**src/rtl/bitpack_pkg.sv**
```systemverilog
// Shared definitions for the binary-image bit packing and unpacking stages.
package bitpack_pkg;

    localparam int         PIXELS_PER_BYTE = 8;
    localparam logic [7:0] FG_DEFAULT      = 8'hFF;
    localparam logic [7:0] BG_DEFAULT      = 8'h00;

    typedef enum logic [1:0] {
        IDLE = 2'd0,
        RUN  = 2'd1,
        DONE = 2'd2
    } state_t;

    // Index width that stays legal for single-pixel frames.
    function automatic int cnt_width(input int n);
        return (n > 1) ? $clog2(n) : 1;
    endfunction

endpackage

```
**src/rtl/bit_unpacking_stream.sv**
```systemverilog
// Streaming unpacker: packed bytes (pixel 0 in bit 0) in, one thresholded pixel
// per cycle out with an 8-bit grey-level expansion.
module bit_unpacking_stream
    import bitpack_pkg::*;
#(
    parameter int         FRAME_PIXELS = 64,
    parameter logic [7:0] FG_VALUE     = FG_DEFAULT,
    parameter logic [7:0] BG_VALUE     = BG_DEFAULT,
    localparam int        CNT_W        = cnt_width(FRAME_PIXELS)
) (
    input  logic             clk,
    input  logic             reset_n,
    input  logic             start,
    input  logic [7:0]       byte_in,
    input  logic             byte_valid,
    output logic             byte_ready,
    output logic             pixel_out,
    output logic [7:0]       pixel_gray,
    output logic             pixel_valid,
    input  logic             pixel_ready,
    output logic             pixel_last,
    output logic [CNT_W-1:0] pixel_index,
    output logic             busy,
    output logic             done
);

    localparam logic [CNT_W-1:0] LAST_IDX = CNT_W'(FRAME_PIXELS - 1);
    localparam logic [2:0]       LAST_BIT = 3'(PIXELS_PER_BYTE - 1);

    state_t           state_reg, state_next;
    logic [7:0]       sreg_reg;
    logic [2:0]       bit_ptr_reg;
    logic             have_reg;
    logic [CNT_W-1:0] pix_cnt_reg;
    logic             done_reg;

    logic running, at_last, pixel_hs, byte_hs, start_frame;

    assign running     = (state_reg == RUN);
    assign at_last     = (pix_cnt_reg == LAST_IDX);
    assign pixel_valid = running && have_reg;
    assign pixel_hs    = pixel_valid && pixel_ready;
    // Refill on the same edge as the bit-7 handshake so a held byte_valid sees no bubble.
    assign byte_ready  = running && (!have_reg ||
                         (pixel_hs && (bit_ptr_reg == LAST_BIT) && !at_last));
    assign byte_hs     = byte_valid && byte_ready;
    assign start_frame = start && !running;

    assign pixel_out   = sreg_reg[0];
    assign pixel_gray  = sreg_reg[0] ? FG_VALUE : BG_VALUE;
    assign pixel_last  = pixel_valid && at_last;
    assign pixel_index = pix_cnt_reg;
    assign busy        = running;
    assign done        = done_reg;

    always_ff @(posedge clk or negedge reset_n) begin
        if (!reset_n) begin
            state_reg <= IDLE;
        end else begin
            state_reg <= state_next;
        end
    end

    always_comb begin
        state_next = state_reg;
        case (state_reg)
            IDLE:    if (start) state_next = RUN;
            RUN:     if (pixel_hs && at_last) state_next = DONE;
            DONE:    if (start) state_next = RUN;
            default: state_next = IDLE;
        endcase
    end

    always_ff @(posedge clk or negedge reset_n) begin
        if (!reset_n) begin
            sreg_reg    <= 8'h00;
            bit_ptr_reg <= 3'd0;
            have_reg    <= 1'b0;
            pix_cnt_reg <= '0;
            done_reg    <= 1'b0;
        end else begin
            done_reg <= 1'b0;
            if (start_frame) begin
                have_reg    <= 1'b0;
                bit_ptr_reg <= 3'd0;
                pix_cnt_reg <= '0;
            end else if (running) begin
                if (byte_hs) begin
                    sreg_reg    <= byte_in;
                    bit_ptr_reg <= 3'd0;
                    have_reg    <= 1'b1;
                end else if (pixel_hs) begin
                    sreg_reg    <= {1'b0, sreg_reg[7:1]};
                    bit_ptr_reg <= bit_ptr_reg + 3'd1;
                    // Last pixel also drops the byte: unused high bits of a partial byte are discarded.
                    if ((bit_ptr_reg == LAST_BIT) || at_last) begin
                        have_reg <= 1'b0;
                    end
                end
                if (pixel_hs) begin
                    if (at_last) begin
                        pix_cnt_reg <= '0;
                        done_reg    <= 1'b1;
                    end else begin
                        pix_cnt_reg <= pix_cnt_reg + CNT_W'(1);
                    end
                end
            end
        end
    end

endmodule

```
**config.mk**
```make
export PLATFORM = sky130hd
export DESIGN_NAME = bit_unpacking_stream
export DESIGN_NICKNAME = d
export VERILOG_FILES = /design/src/rtl/bitpack_pkg.sv /design/src/rtl/bit_unpacking_stream.sv
export SDC_FILE = /design/constraint.sdc
export NUM_CORES = 1
export LEC_CHECK = 0
export CAP_MARGIN = 15
export CORE_MARGIN = 8
export CORE_UTILIZATION = 50
export DETAILED_ROUTE_END_ITERATION = 8
export MAX_ROUTING_LAYER = met4
export PLACE_DENSITY = 0.83
export SETUP_SLACK_MARGIN = 0.2
export SLEW_MARGIN = 30
export SYNTH_ARGS = -nofsm -noshare
export SYNTH_HDL_FRONTEND = slang
export SYNTH_SLANG_ARGS = --single-unit
```
**constraint.sdc**
```tcl
create_clock -name clk -period 2.9 [get_ports clk]
set_input_delay 0.29 -clock clk [delete_from_list [all_inputs] [get_ports clk]]
set_output_delay 0.29 -clock clk [all_outputs]
set_load 0.05 [all_outputs]
```
# == After elaboration in Yosys (flattened, before gate mapping) ==
# Cells that the tools add are included.
# op_classes
add_sub_neg,2
eq_ne,6
mux,23
n_bitwise,1
n_reduce_logical,26
# op_table
operator,count
6-bit 2-to-1 mux,4
8-bit 2-to-1 mux,3
3-bit 2-to-1 mux,4
1-bit logical AND,9
1-bit 2-to-1 mux,9
"6-bit by 1-bit adder with 6-bit output, second input constant",1
"6-bit equality test, second input constant",1
2-bit AND reduction,3
3-bit AND reduction,2
2-bit nonzero test,3
3-bit nonzero test,2
2-bit 2-to-1 mux,2
"2-bit by 1-bit != test with 1-bit output, second input constant",2
2-bit one-hot mux with 2 select lines,1
"3-bit by 1-bit adder with 3-bit output, second input constant",1
"3-bit equality test, second input constant",1
1-bit zero test,3
"2-bit by 1-bit equality test with 1-bit output, second input constant",1
"2-bit equality test, second input constant",1
2-bit zero test,1
1-bit logical OR,2
2-bit OR reduction,1
1-bit inverter,1
# totals
register_bits,21
in_bits,13
out_inout_bits,20
elab_cells,64

# == Depth between registers and ports, before layout ==
# depth
depth_word,11
depth_mapped,7
mapped_depth_nobuf,6

# == Least setup slack after synthesis ==
# No wires, ideal clock.
# synth_path
kind,register -> output
start,register pix_cnt_reg[0] (netlist: pixel_index[0])
end,output pixel_last
t_arrival_ns,2.448
t_required_ns,2.610
slack_ns,0.162
stages_incl_launch_ff,5
n_path_buf,0
path_cell_list,dfrtp_1 > ha_1 > and3_1 > nand3_1 > nor3_1
# synth_via
elab_chain_len,2
# synth_rtl
element,line,text
start: declaration,bit_unpacking_stream.sv:34,logic [CNT_W-1:0] pix_cnt_reg;
start signal: assignment,bit_unpacking_stream.sv:105,pix_cnt_reg <= pix_cnt_reg + CNT_W'(1);
6-bit equality test,bit_unpacking_stream.sv:40,assign at_last = (pix_cnt_reg == LAST_IDX);
1-bit logical AND,bit_unpacking_stream.sv:51,assign pixel_last = pixel_valid && at_last;
end: declaration,bit_unpacking_stream.sv:21,"output logic pixel_last,"
# Every way passes these cells.

# == Worst setup path after layout ==
# layout_path
start,register pix_cnt_reg[0] (netlist: pixel_index[0])
end,output byte_ready
# layout_via
elab_chain_len,5
# layout_rtl
element,line,text
6-bit equality test,bit_unpacking_stream.sv:40,
1-bit zero test,bit_unpacking_stream.sv:45,(pixel_hs && (bit_ptr_reg == LAST_BIT) && !at_last));
1-bit logical AND,bit_unpacking_stream.sv:45,
1-bit logical OR,bit_unpacking_stream.sv:44,assign byte_ready = running && (!have_reg ||
1-bit logical AND,bit_unpacking_stream.sv:44,
end: declaration,bit_unpacking_stream.sv:16,"output logic byte_ready,"
# Every way passes these cells.

==> flow_summary_export.csv <==
group,metric,value,unit
placement,place.gp.congestion,0.934,
floorplan,fp.dieArea,0.00403,mm²
placement,port_buffer_count,32,
global_route,grt_remaining_overflow,0,
timing,holdWs,0.449,ns
global_route,initial_antenna_violation_count,0,
critical_path,path_class,"reg -> out",
timing,achievable-frequency,395,MHz
status,outcome,"finished, final reports clean",
synth,yosys_warnings,0,
synth,netlist_area,0.00113,mm²
run,max_cap_viol_count,0,
floorplan,die_h,63.5,µm
cells_and_area,antennaDiodeCount,0,
drt,detailedRoute.firstPassIterationCount,4,
synth,postSynthRegisterBits,21,
timing,report.final.slew_viol_count,0,
critical_path,cp-end-kind,"output port",
drt,detailroute.wirelength.met3,86,µm
pwr,power.sequential.fraction,34.1,%
timing,timing.setup.tns,0,ns
clocking,clock_tree.htree_level_count,1,
placement,post-dp-hpwl,1.81,mm
pwr,cell_internal_pwr,0.742,mW
floorplan,floorplan.core_area,0.00217,mm²
floorplan,initial_utilization,51.9,%
drt,viasPerCell,5.35,
synth,synthesis.instances,112,
pwr,totalPowerFinal,1.47,mW
pwr,max-vdd-ir-drop,0.616,mV
critical_path,critPathRequiredTime,2.61,ns
placement,pre_cts_ws,0.419,ns
synth,syn_nets,128,
floorplan,placementRows,17,
synth,yosys_top_cell_area_share,46.7,%
pwr,power.share.clock,9.5,%
drt,drt_wl_total,2.30,mm
synth,async_reset_ff_share,100,%
critical_path,worst_setup_path_startpoint,"pixel_index[0]",
critical_path,worst_path_max_delay_cell,"sky130_fd_sc_hd__dlygate4sd2_1",
pwr,netSwitchingFraction,49.4,%
global_route,grt_first_pass_wirelength,3.90,mm
timing,hold_viol_final,0,
synth,syn_avg_cell_area,10.1,µm²
critical_path,worst_r2r_src,"pixel_index[0]",
pwr,p_switching,0.723,mW
drt,drt-initial-drc-count,23,
synth,synthDistinctLibCells,30,
timing,period_share,87.3,%
timing,unrepaired_setup_endpoints_after_global_routing,"false",
cells_and_area,final.fill_count,181,
worst_hold_path,hp-class,"in -> async",
pwr,power_leakage,0.638,nW
drt,wirelength_met1,989,µm
critical_path,critical_path.cell_chain,"ha_1, and3_1, nand3_1, nand3_1, a21oi_1, dlygate4sd2_1",
clocking,post_cts.repair.setup_buffers,0,
critical_path,critical_path.most_common_cell,"sky130_fd_sc_hd__nand3_1",
floorplan,io-pin-count,33,
timing,relSlewSlack,56.3,%
drt,routedWlPerCell,13.8,µm
critical_path,cp_max_fo,7,
drt,sum_of_met2_wire_segment_lengths_after_detailed_routing,1.19,mm
cells_and_area,final_nets,156,
cells_and_area,flow.area_growth_from_synthesis,27.2,%
global_route,grt_start_max_net_pins,22,
pwr,power.combinational.fraction,56.4,%
critical_path,cp.arrival,2.24,ns
drt,postRouteAntennaNets,0,
drt,vias,893,
drt,drc,0,
clocking,ctsLongestPathBuffers,2,
synth,synth-edff-count,0,
cells_and_area,multiInputGateArea,512,µm²
placement,placed_cells,162,
clocking,cts_buffers,3,
pwr,power_density,1020,mW/mm²
clocking,cts_tree,"built",
clocking,cts.reportedPaths.clkPinSlew,0.12,ns
drt,highest_layer_used_for_signal_routing,"met4",
clocking,worst_skew_pair.late_latency,0.30,ns
global_route,grt.total_usage,12.0,%
critical_path,cp_launch_type,"register",
synth,synthTopCellsByArea,"sky130_fd_sc_hd__dfrtp_1 47%, sky130_fd_sc_hd__mux2i_1 6.2%, sky130_fd_sc_hd__nand2_1 5.7%",
clocking,root_buffer,"sky130_fd_sc_hd__clkbuf_4",
timing,finalWorstPathRequiredPeriod,2.53,ns
synth,synth.largest_area_cell,"sky130_fd_sc_hd__dfrtp_1",
synth,netlist_top_cells_count,"21 x sky130_fd_sc_hd__dfrtp_1, 17 x sky130_fd_sc_hd__nand2_1, 12 x sky130_fd_sc_hd__o21ai_0",
clocking,cts_num_sinks,21,
floorplan,die_width,63.5,µm
timing,worst_skew,0.0111,ns
cells_and_area,drive_gt1_share,7.91,%
critical_path,critPathMaxStageDelay,0.54,ns
synth,share_of_the_yosys_chip_area_belonging_to_registers,46.7,%
cells_and_area,stdcell_count,167,
cells_and_area,largest_register_ff_count,8,
synth,yosys.cell_count.top_type,"sky130_fd_sc_hd__dfrtp_1",
timing,finalWorstSetupSlack,0.368,ns
synth,postSynth.topFlopCell,"sky130_fd_sc_hd__dfrtp_1",
global_route,number_of_global_route_vias_before_repair,855,
timing,setup_viol,0,
timing,worst-slew-pin-transition,0.655,ns
cells_and_area,seq_area,526,µm²
-- area by class of cell --
class	instances	area share, %
multi-input cells	78	35.7
clock buffers	4	1.83
repair buffers	33	22.5
well taps	28	2.45
flip-flops and latches	21	36.7
inverters	3	0.786
-- critical path: cells and delay by family (launching register included) --
family                   cells  cell delay [ns]
adder cells (fa/ha/maj)      1             0.23
flip-flops                   1             0.45
AND/OR/NAND/NOR              3             0.60
AO/OA/AOI/OAI                1             0.14
buffers and inverters        1             0.54
-- layout by cell type, fill, tap and decap left out, types with 2 or more instances in the layout --
cell                              instances
sky130_fd_sc_hd__clkbuf_4                 3
sky130_fd_sc_hd__xor2_1                   2
sky130_fd_sc_hd__nor2_1                   9
sky130_fd_sc_hd__inv_1                    2
sky130_fd_sc_hd__dfrtp_1                 21
sky130_fd_sc_hd__o21ai_0                 12
sky130_fd_sc_hd__and3_1                   2
sky130_fd_sc_hd__nand3_1                  3
sky130_fd_sc_hd__ha_1                     3
sky130_fd_sc_hd__nand2_1                 17
sky130_fd_sc_hd__clkdlybuf4s50_1         29
sky130_fd_sc_hd__mux2i_1                  7
sky130_fd_sc_hd__a21oi_1                  5
sky130_fd_sc_hd__a22oi_1                  2
sky130_fd_sc_hd__dlygate4sd2_1            2
-- through the flow --
step	instance area, µm²	utilization, %
floorplan	1130	-
global placement	1400	64.7
detailed placement	1400	64.7
CTS	1430	65.8
global route	1430	66.0
finish	1430	66.0
-- cells by family after synthesis --
family / Yosys count / share of synthesized area [%]
mux: 7 / 6.22
flops: 21 / 46.7
simple gates: 40 / 18.1
fa+ha+maj: 3 / 3.33
buf+inv: 13 / 8.33
compound gates: 26 / 15.8
xor+xnor: 2 / 1.56
-- routing by layer --
metal / track usage, % / vias to the layer above
li1: - / 450
met4: 4.46 / 0
met2: 20.9 / 19
met3: 3.53 / 4
met5: - / -
met1: 12.6 / 420
-- power groups by stage --
stage	Sequential [mW]	Combinational (mW)	Clock [mW]
2_1_floorplan	0.633	0.494	0
3_3_place_gp	0.497	0.824	0
3_5_place_dp	0.509	0.837	0
4_1_cts	0.501	0.836	0.142
5_1_grt	0.516	0.890	0.150
6_report	0.500	0.826	0.139
-- timing repair --
action                                 4_1_cts  5_1_grt
hold buffers                                 0        1
setup endpoints to repair                    2        0
endpoints found under the hold margin        0       21
gates resized for setup                      2        0
-- worst paths after layout --
check / to / slack (ns) / cells after the start
worst max-delay path: byte_ready / 0.37 / 6
worst min-delay path: have_reg / 0.45 / 2
worst max register to register: sreg_reg[1] / 1.07 / 4
worst min register to register: bit_ptr_reg[1] / 0.54 / 2
max in group asynchronous: pixel_index[5] / 2.12 / 2
min in group clk: sreg_reg[4] / 0.53 / 3
Note: power is estimated with default switching activity, not from simulation.
